[src/rtl/regfile_pkg.sv]
// Shared types and constants for the scoreboarded register file.
package regfile_pkg;

  localparam int DATA_W_DEF = 32;
  localparam int ADDR_W_DEF = 5;

  typedef logic [ADDR_W_DEF-1:0] reg_addr_t;
  typedef logic [DATA_W_DEF-1:0] reg_data_t;

  localparam reg_addr_t REG_ZERO = '0;

endpackage

[src/rtl/regfile_sb_scoreboard.sv]
// Per-register busy scoreboard: tracks outstanding multi-cycle writes and
// gates new claims to a register that still has one pending.
module regfile_scoreboard
  import regfile_pkg::*;
#(
  parameter int ADDR_W  = ADDR_W_DEF,
  parameter int NUM_RD  = 2,
  parameter int R0_ZERO = 1,
  parameter int BYPASS  = 1
) (
  input  logic                     clk,
  input  logic                     rst_n,
  input  logic [NUM_RD*ADDR_W-1:0] ra,
  input  logic                     we3,
  input  logic [ADDR_W-1:0]        wa3,
  input  logic                     claim_valid,
  input  logic [ADDR_W-1:0]        claim_addr,
  input  logic                     flush,
  output logic                     claim_ready,
  output logic [NUM_RD-1:0]        rd_busy,
  output logic                     busy_any
);

  localparam int DEPTH = 2 ** ADDR_W;

  logic [DEPTH-1:0] busy_q;
  logic [DEPTH-1:0] busy_d;
  logic             claim_to_r0;
  logic             claim_take;

  // A retiring write on the claimed register frees it in the same cycle.
  assign claim_ready = claim_valid & ~flush &
                       (~busy_q[claim_addr] | (we3 & (wa3 == claim_addr)));
  assign claim_to_r0 = (R0_ZERO != 0) && (claim_addr == ADDR_W'(REG_ZERO));
  assign claim_take  = claim_ready & ~claim_to_r0;
  assign busy_any    = |busy_q;

  // Claim is applied after the write clear so a same-cycle claim wins.
  always_comb begin
    busy_d = busy_q;
    if (flush) begin
      busy_d = '0;
    end else begin
      if (we3)        busy_d[wa3]        = 1'b0;
      if (claim_take) busy_d[claim_addr] = 1'b1;
    end
  end

  always_ff @(posedge clk) begin
    if (!rst_n) busy_q <= '0;
    else        busy_q <= busy_d;
  end

  always_comb begin
    logic [ADDR_W-1:0] a;
    a       = '0;
    rd_busy = '0;
    for (int i = 0; i < NUM_RD; i++) begin
      a          = ra[i*ADDR_W +: ADDR_W];
      rd_busy[i] = busy_q[a] & ~((BYPASS != 0) & we3 & (wa3 == a));
    end
  end

endmodule

[src/rtl/regfile_sb.sv]
// Parametrised multi-port register file with optional r0 hardwiring,
// write-to-read bypass and a busy scoreboard for outstanding writes.
module regfile_sb
  import regfile_pkg::*;
#(
  parameter int DATA_W  = DATA_W_DEF,
  parameter int ADDR_W  = ADDR_W_DEF,
  parameter int NUM_RD  = 2,
  parameter int R0_ZERO = 1,
  parameter int BYPASS  = 1
) (
  input  logic                     clk,
  input  logic                     rst_n,
  input  logic [NUM_RD*ADDR_W-1:0] ra,
  output logic [NUM_RD*DATA_W-1:0] read_data,
  output logic [NUM_RD-1:0]        rd_busy,
  input  logic                     we3,
  input  logic [ADDR_W-1:0]        wa3,
  input  logic [DATA_W-1:0]        write_data,
  input  logic                     claim_valid,
  input  logic [ADDR_W-1:0]        claim_addr,
  output logic                     claim_ready,
  input  logic                     flush,
  output logic                     busy_any
);

  localparam int DEPTH = 2 ** ADDR_W;

  logic [DATA_W-1:0] rf [DEPTH];
  logic              wr_ok;

  // Writes to a hardwired r0 are dropped, including for bypass purposes.
  assign wr_ok = we3 & ~((R0_ZERO != 0) && (wa3 == ADDR_W'(REG_ZERO)));

  always_ff @(posedge clk) begin
    if (!rst_n) begin
      for (int i = 0; i < DEPTH; i++) rf[i] <= '0;
    end else if (wr_ok) begin
      rf[wa3] <= write_data;
    end
  end

  always_comb begin
    logic [ADDR_W-1:0] a;
    a         = '0;
    read_data = '0;
    for (int i = 0; i < NUM_RD; i++) begin
      a = ra[i*ADDR_W +: ADDR_W];
      if ((R0_ZERO != 0) && (a == ADDR_W'(REG_ZERO)))
        read_data[i*DATA_W +: DATA_W] = '0;
      else if ((BYPASS != 0) && wr_ok && (wa3 == a))
        read_data[i*DATA_W +: DATA_W] = write_data;
      else
        read_data[i*DATA_W +: DATA_W] = rf[a];
    end
  end

  regfile_scoreboard #(
    .ADDR_W  (ADDR_W),
    .NUM_RD  (NUM_RD),
    .R0_ZERO (R0_ZERO),
    .BYPASS  (BYPASS)
  ) u_sb (
    .clk         (clk),
    .rst_n       (rst_n),
    .ra          (ra),
    .we3         (we3),
    .wa3         (wa3),
    .claim_valid (claim_valid),
    .claim_addr  (claim_addr),
    .flush       (flush),
    .claim_ready (claim_ready),
    .rd_busy     (rd_busy),
    .busy_any    (busy_any)
  );

endmodule

[config.mk]
export PLATFORM = sky130hd
export DESIGN_NAME = regfile_sb
export DESIGN_NICKNAME = d
export VERILOG_FILES = /design/src/rtl/regfile_pkg.sv /design/src/rtl/regfile_sb_scoreboard.sv /design/src/rtl/regfile_sb.sv
export SDC_FILE = /design/constraint.sdc
export NUM_CORES = 2
export LEC_CHECK = 0
export ABC_AREA = 1
export CORE_ASPECT_RATIO = 2
export CORE_MARGIN = 5
export CORE_UTILIZATION = 24
export DETAILED_ROUTE_END_ITERATION = 10
export PLACE_DENSITY_LB_ADDON = 0.2
export SETUP_SLACK_MARGIN = 0.1
export SKIP_CTS_REPAIR_TIMING = 1
export SLEW_MARGIN = 20
export SYNTH_ARGS = -nofsm -noshare
export SYNTH_HDL_FRONTEND = slang
export SYNTH_SLANG_ARGS = --single-unit
[constraint.sdc]
create_clock -name clk -period 5.38 [get_ports clk]
set_clock_uncertainty 0.05 [all_clocks]
set_input_delay 0.807 -clock clk [delete_from_list [all_inputs] [get_ports clk]]
set_output_delay 0.807 -clock clk [all_outputs]
set_load 0.02 [all_outputs]
# Word level (Yosys, flattened, before mapping)

Memory sizes are Yosys's and may differ from the RTL's.
Index checks and enable logic that the tools add are counted.

RAM bits: 1,024
Register bits after elaboration: 32
Output and inout bits: 68
Bits of input ports: 57
Memories: 1
Latch bits: 0
Logic and storage cells: 66
Bits in read-only memories: 0

Memories:

| name | depth | bits a word | rd ports | clocked after memory_dff | write ports | line             | source |
|---|---|---|---|---|---|---|---|
| rf   | 32    | 32          | 2        | 0                        | 32          | regfile_sb.sv:29 | `logic [DATA_W-1:0] rf [DEPTH];` |

Bitwise operators: 20
Div/mod/pow operators: 0
$lt $le $gt $ge: 6
Equal/unequal tests: 3
Reduce and logical (&&, ||, !) cells: 11
Multiplexer cells: 24
Add/sub/neg operators: 0
Multiply operators: 0
Shifts and indexed selects: 0

Operators by type and width:

| kind                                                               | number |
|---|---|
| two-way mux 32 bit                                                 | 8 |
| OR reduction 32 bit                                                | 2 |
| AND 32 bit                                                         | 1 |
| NOT 32 bit                                                         | 1 |
| OR 32 bit                                                          | 1 |
| less-than comparator 5 x 6 -> 1 bit (second input constant)        | 4 |
| zero test 5 bit                                                    | 4 |
| binary-select mux 1 bit (select 5 bit)                             | 3 |
| equality test 5 bit                                                | 3 |
| demux 1 bit (select 5 bit)                                         | 2 |
| greater-or-equal comparator 5 x 1 -> 1 bit (second input constant) | 2 |
| two-way mux 1 bit                                                  | 10 |
| AND 1 bit                                                          | 9 |
| NOT 1 bit                                                          | 7 |
| two-way mux 5 bit                                                  | 1 |
| logical AND 1 bit                                                  | 4 |
| OR reduction 2 bit                                                 | 1 |
| OR 1 bit                                                           | 1 |

# Logic depth before layout (Yosys ltp)

Word-level depth: 10
Gate-level depth with buffers: 14
Depth with buffers taken out: 12

# By module

From an unflattened synthesis, not the netlist that was laid out.

Cells, all modules: 7,877
Area, all modules: 60,793.3 um2

Modules (own cells, without submodules):

| module             | cells an instance | area an instance (um2) | times used | seq. area each (um2) |
|---|---|---|---|---|
| regfile_sb         | 7,416             | 58,128.2               | 1          | 30,749.5 |
| regfile_scoreboard | 461               | 2,665.1                | 1          | 640.6 |

# Least setup slack after synthesis

No wires, ideal clock.

Kind: input-to-output
Start: input wa3[0]
End: output read_data[11]
Stages on the path: 10
Required time: 4.523 ns
Data arrival time: 2.188 ns
Setup slack: 2.335 ns
Path buffers: 3
Path through: buf_2 inv_1 nor2_1 nor3_1 nand2_1 nor2_1 nand2_1 buf_4 buf_6 a31oi_1

Cells in the longest elaborated chain, start to end: 6
Elaborated cells on any way between the ends: 7
Classes of those cells: eq/ne (1); mux (2); bitwise (2); reduce/logical (2)

RTL lines:

| element                | line             | source |
|---|---|---|
| start: declaration     | regfile_sb.sv:18 | `input logic [ADDR_W-1:0] wa3,` |
| zero test 5 bit        | regfile_sb.sv:33 | `assign wr_ok = we3 & ~((R0_ZERO != 0) && (wa3 == ADDR_W'(REG_ZERO)));` |
| NOT 1 bit              | regfile_sb.sv:33 |  |
| AND 1 bit              | regfile_sb.sv:33 |  |
| logical AND 1 bit (*)  | regfile_sb.sv:51 | `else if ((BYPASS != 0) && wr_ok && (wa3 == a))` |
| two-way mux 32 bit (*) | regfile_sb.sv:51 |  |
| two-way mux 32 bit (*) | regfile_sb.sv:49 | `if ((R0_ZERO != 0) && (a == ADDR_W'(REG_ZERO)))` |
| end: declaration       | regfile_sb.sv:15 | `output logic [NUM_RD*DATA_W-1:0] read_data,` |

Mark *: on every way between the ends. The rest lies on a longest branch, timed or not.

# Final worst setup path

Start: input wa3[1]
End: output read_data[26]

Same word-level chain as after synthesis.

==> results.toml <==
[status]
outcome = "finished clean"

[placement]
hpwl_mm = 175
placed_cell_area_mm2 = 0.0641
post-place-ws_ns = 0.395
port_buffers = 124
dp_cells = 9959
place.gp.congestion = 0.848

[setup_path]
end_kind = "output pin"
cp_top_family = "buffers and inverters"
r2r-end = "u_sb.busy_q[30]"
crit_buf_inv = 5
cpMaxStageDelayCell = "clkdlybuf4s50_1"
cp_max_fo = 22
cp_cell_sequence = "clkdlybuf4s50_1, inv_1, nor2_1, nor3_1, nand2_1, nor2_1, nand2_4, buf_12, inv_2, nand2_1, a21oi_1, clkdlybuf4s50_1"
critical_path_class = "in2out"
r2r_start = "u_sb.busy_q[15]"
regToRegSetupSlack_ns = 3.61
reg2reg_depth = 11
required_ns = 4.52
startpoint_type = "primary input"
cp_data_arrival_time_ns = 4.09
critPathMaxStageDelay_ns = 0.67

[timing]
setup_viol = 0
fmax_mhz = 202
rsz0062_at_grt = "no"
hold_viol = 0
post-route-period-util = 0.920
fin_ws_ns = 0.429
fin_crit_ns = 4.95
tightest_slew_ns = 1.12
relSlewSlack = 0.248
setup_tns_ns = 0
drv_slew = 0

[final_layout]
utilization = 0.273
final_nets = 6865
design_area_mm2 = 0.0674
syn2layout_area_growth_pct = 13.5
final_cells = 10100
multi_input_area_mm2 = 0.0226
drive_gt1_frac = 0.0730
fill_cells = 26400
register_area_mm2 = 0.0314

[routing]
drt_iter0_markers = 5388
wl_mm = 291
firstDrtPassIters = 6
wl_per_cell_um = 28.7
drc = 0
drtAntennaViolNets = 0
vias = 53700
via_per_inst = 5.30

[die]
fp.dieH_um = 713
core_area_mm2 = 0.247
pin_count = 125
die_x_um = 362
row_count = 258
start_util = 0.241
die_area_mm2 = 0.258

[worst_hold_path]
hp-start = "u_sb.busy_q[25]"
whs_path_depth = 2
holdCritPathClass = "reg2reg"
hold_path_end = "u_sb.busy_q[25]"

[logic_synthesis]
yosysUniqueCellTypes = 35
synth_fa_ha_area_frac = 0
synth.mux.area_fraction = 0
synth.yosys.seq_area_share = 0.529
syn_avg_cell_area_um2 = 8.48
synthTopCellsByArea = "edfxtp_1 52%, nor2_1 7.4%, nand3_1 6.2%"
syn_area_mm2 = 0.0594
netlist_instances = 7000
ys_ff_latch = 1056
synth_top_area_share = 0.518
yosysWarnings = 0
synth_top_area_cell = "edfxtp_1"
synth_simple_gate_area_frac = 0.197
synth_compound_area_frac = 0.179
synth_top_family_by_area = "simple AND/OR/NAND/NOR gates"
synth_xor_area_frac = 0.000590

[clocking]
cts.clk_slew.worst_paths_ns = 0.07
htreeDepth = 3
max-clock-path-buffers = 3
cts_root_buffer = "clkbuf_16"
cts.sink_count = 1056
cts_made_buffers = 97
clkLatencyLatePin_ns = 0.72
cts_tree = "built"

[power]
peakVddDrop_uv = 229
power.density_mw_per_mm2 = 302
p_leak_nw = 24.9

[flow_run]
maxCapViolCount = 0

[global_route]
grt_max_degree = 149
grt_pass1_vias = 52000
grtUsageTotal = 0.216
antenna_found_initial = 10
overflow = 0
grt_pass1_wl_mm = 399
## kinds of logic (layout without fill, tap and decap cells)
| logic type | count (synthesis) | count (layout) |
|---|---|---|
| simple gates | 2803 | 2803 |
| compound gates | 1877 | 1877 |
| buf+inv | 1259 | 1115 |
| xor+xnor | 4 | 4 |
| flops | 1056 | 1056 |
| other cells | 1 | 36 |
## metrics by stage
stage               power [mW]  hold WS (ns)
floorplan                 11.5         0.417
global placement          12.9         0.444
detailed placement        13.0         0.446
CTS                       20.5         0.455
global route              21.0         0.487
finish                    20.4         0.455
## worst reg2reg max path, cell delays in order, from the launching register on
cell	delay (ns)
dfxtp_1	0.48
nand2_1	0.09
nand2_1	0.10
nand2_1	0.06
nand2_1	0.09
nand2_1	0.05
nand2_1	0.08
nor2_1	0.04
nand2_1	0.10
nand2_4	0.21
nand4_1	0.19
a21oi_1	0.10
## power breakdown
part           leakage, nW  switching (mW)  internal (mW)
clock                 1.59            3.44           4.11
sequential            10.0           0.166           9.44
combinational         13.3            2.33          0.868
## cell usage after synthesis, drive strengths merged
master  number
o221ai       7
o31ai        1
o211ai     467
or2          2
dfxtp       32
xor2         3
clkinv       3
edfxtp    1024
inv        575
nand2      819
nand3      734
clkbuf     242
o21ai      737
a21oi      628
nand4       44
nor3        18
nor2      1178
nor4         8
buf        439
o22ai       12
conb         1
xnor2        1
a31o         2
a31oi       23
## registers in the layout (all words and copies together) (netlist names)
register	flops
rf	1024
u_sb.busy_q	32
## final cells by class
cell class,count,share of cell area
clock inverters,65,0.0104
repair buffers,359,0.0579
clock buffers,113,0.0378
flip-flops and latches,1056,0.466
multi-input cells,4716,0.335
inverters,578,0.0324
diodes,4,0.000148
well taps,3250,0.0603
## worst max path at each step
stage          startpoint             to  slack, ns  depth (start not counted)
3_5_place_dp       wa3[1]  read_data[26]       0.40                         12
6_report           wa3[1]  read_data[26]       0.43                         12
2_1_floorplan      wa3[0]  read_data[11]       2.33                         10
5_1_grt            wa3[1]  read_data[26]       0.25                         12
3_3_place_gp       wa3[1]  read_data[26]       0.44                         12
4_1_cts            wa3[1]  read_data[26]       0.38                         12
## layer usage
layer	track usage	routed length [um]	vias to the layer above
li1	-	-	23800
met1	0.248	107000	26500
met2	0.378	142000	2653
met3	0.0234	18500	727
met4	0.147	23800	8
met5	0	49	-
## placed cells by master, fill, tap and decap left out, types with 2 or more instances in the layout
cell type,n
diode_2,4
clkinv_4,2
o21ai_1,23
nand4_1,43
nand2_4,2
nor2_4,2
inv_1,560
dfxtp_1,32
inv_2,12
buf_6,2
inv_6,3
nor4_1,8
nand2_1,755
clkinvlp_4,3
nor2_1,1172
clkbuf_1,13
nor2_2,4
o22ai_1,12
buf_8,4
nand2_2,62
or2_2,2
o21ai_0,714
clkinv_1,24
a31oi_1,23
o221ai_1,7
conb_1,32
clkinv_2,22
bufinv_16,15
buf_12,76
nand3_1,734
clkdlybuf4s50_1,89
buf_4,187
nor3_1,18
clkbuf_16,100
a21oi_1,628
o211ai_1,467
xor2_1,3
edfxtp_1,1024
No activity file was read; power rests on OpenSTA's default activity.
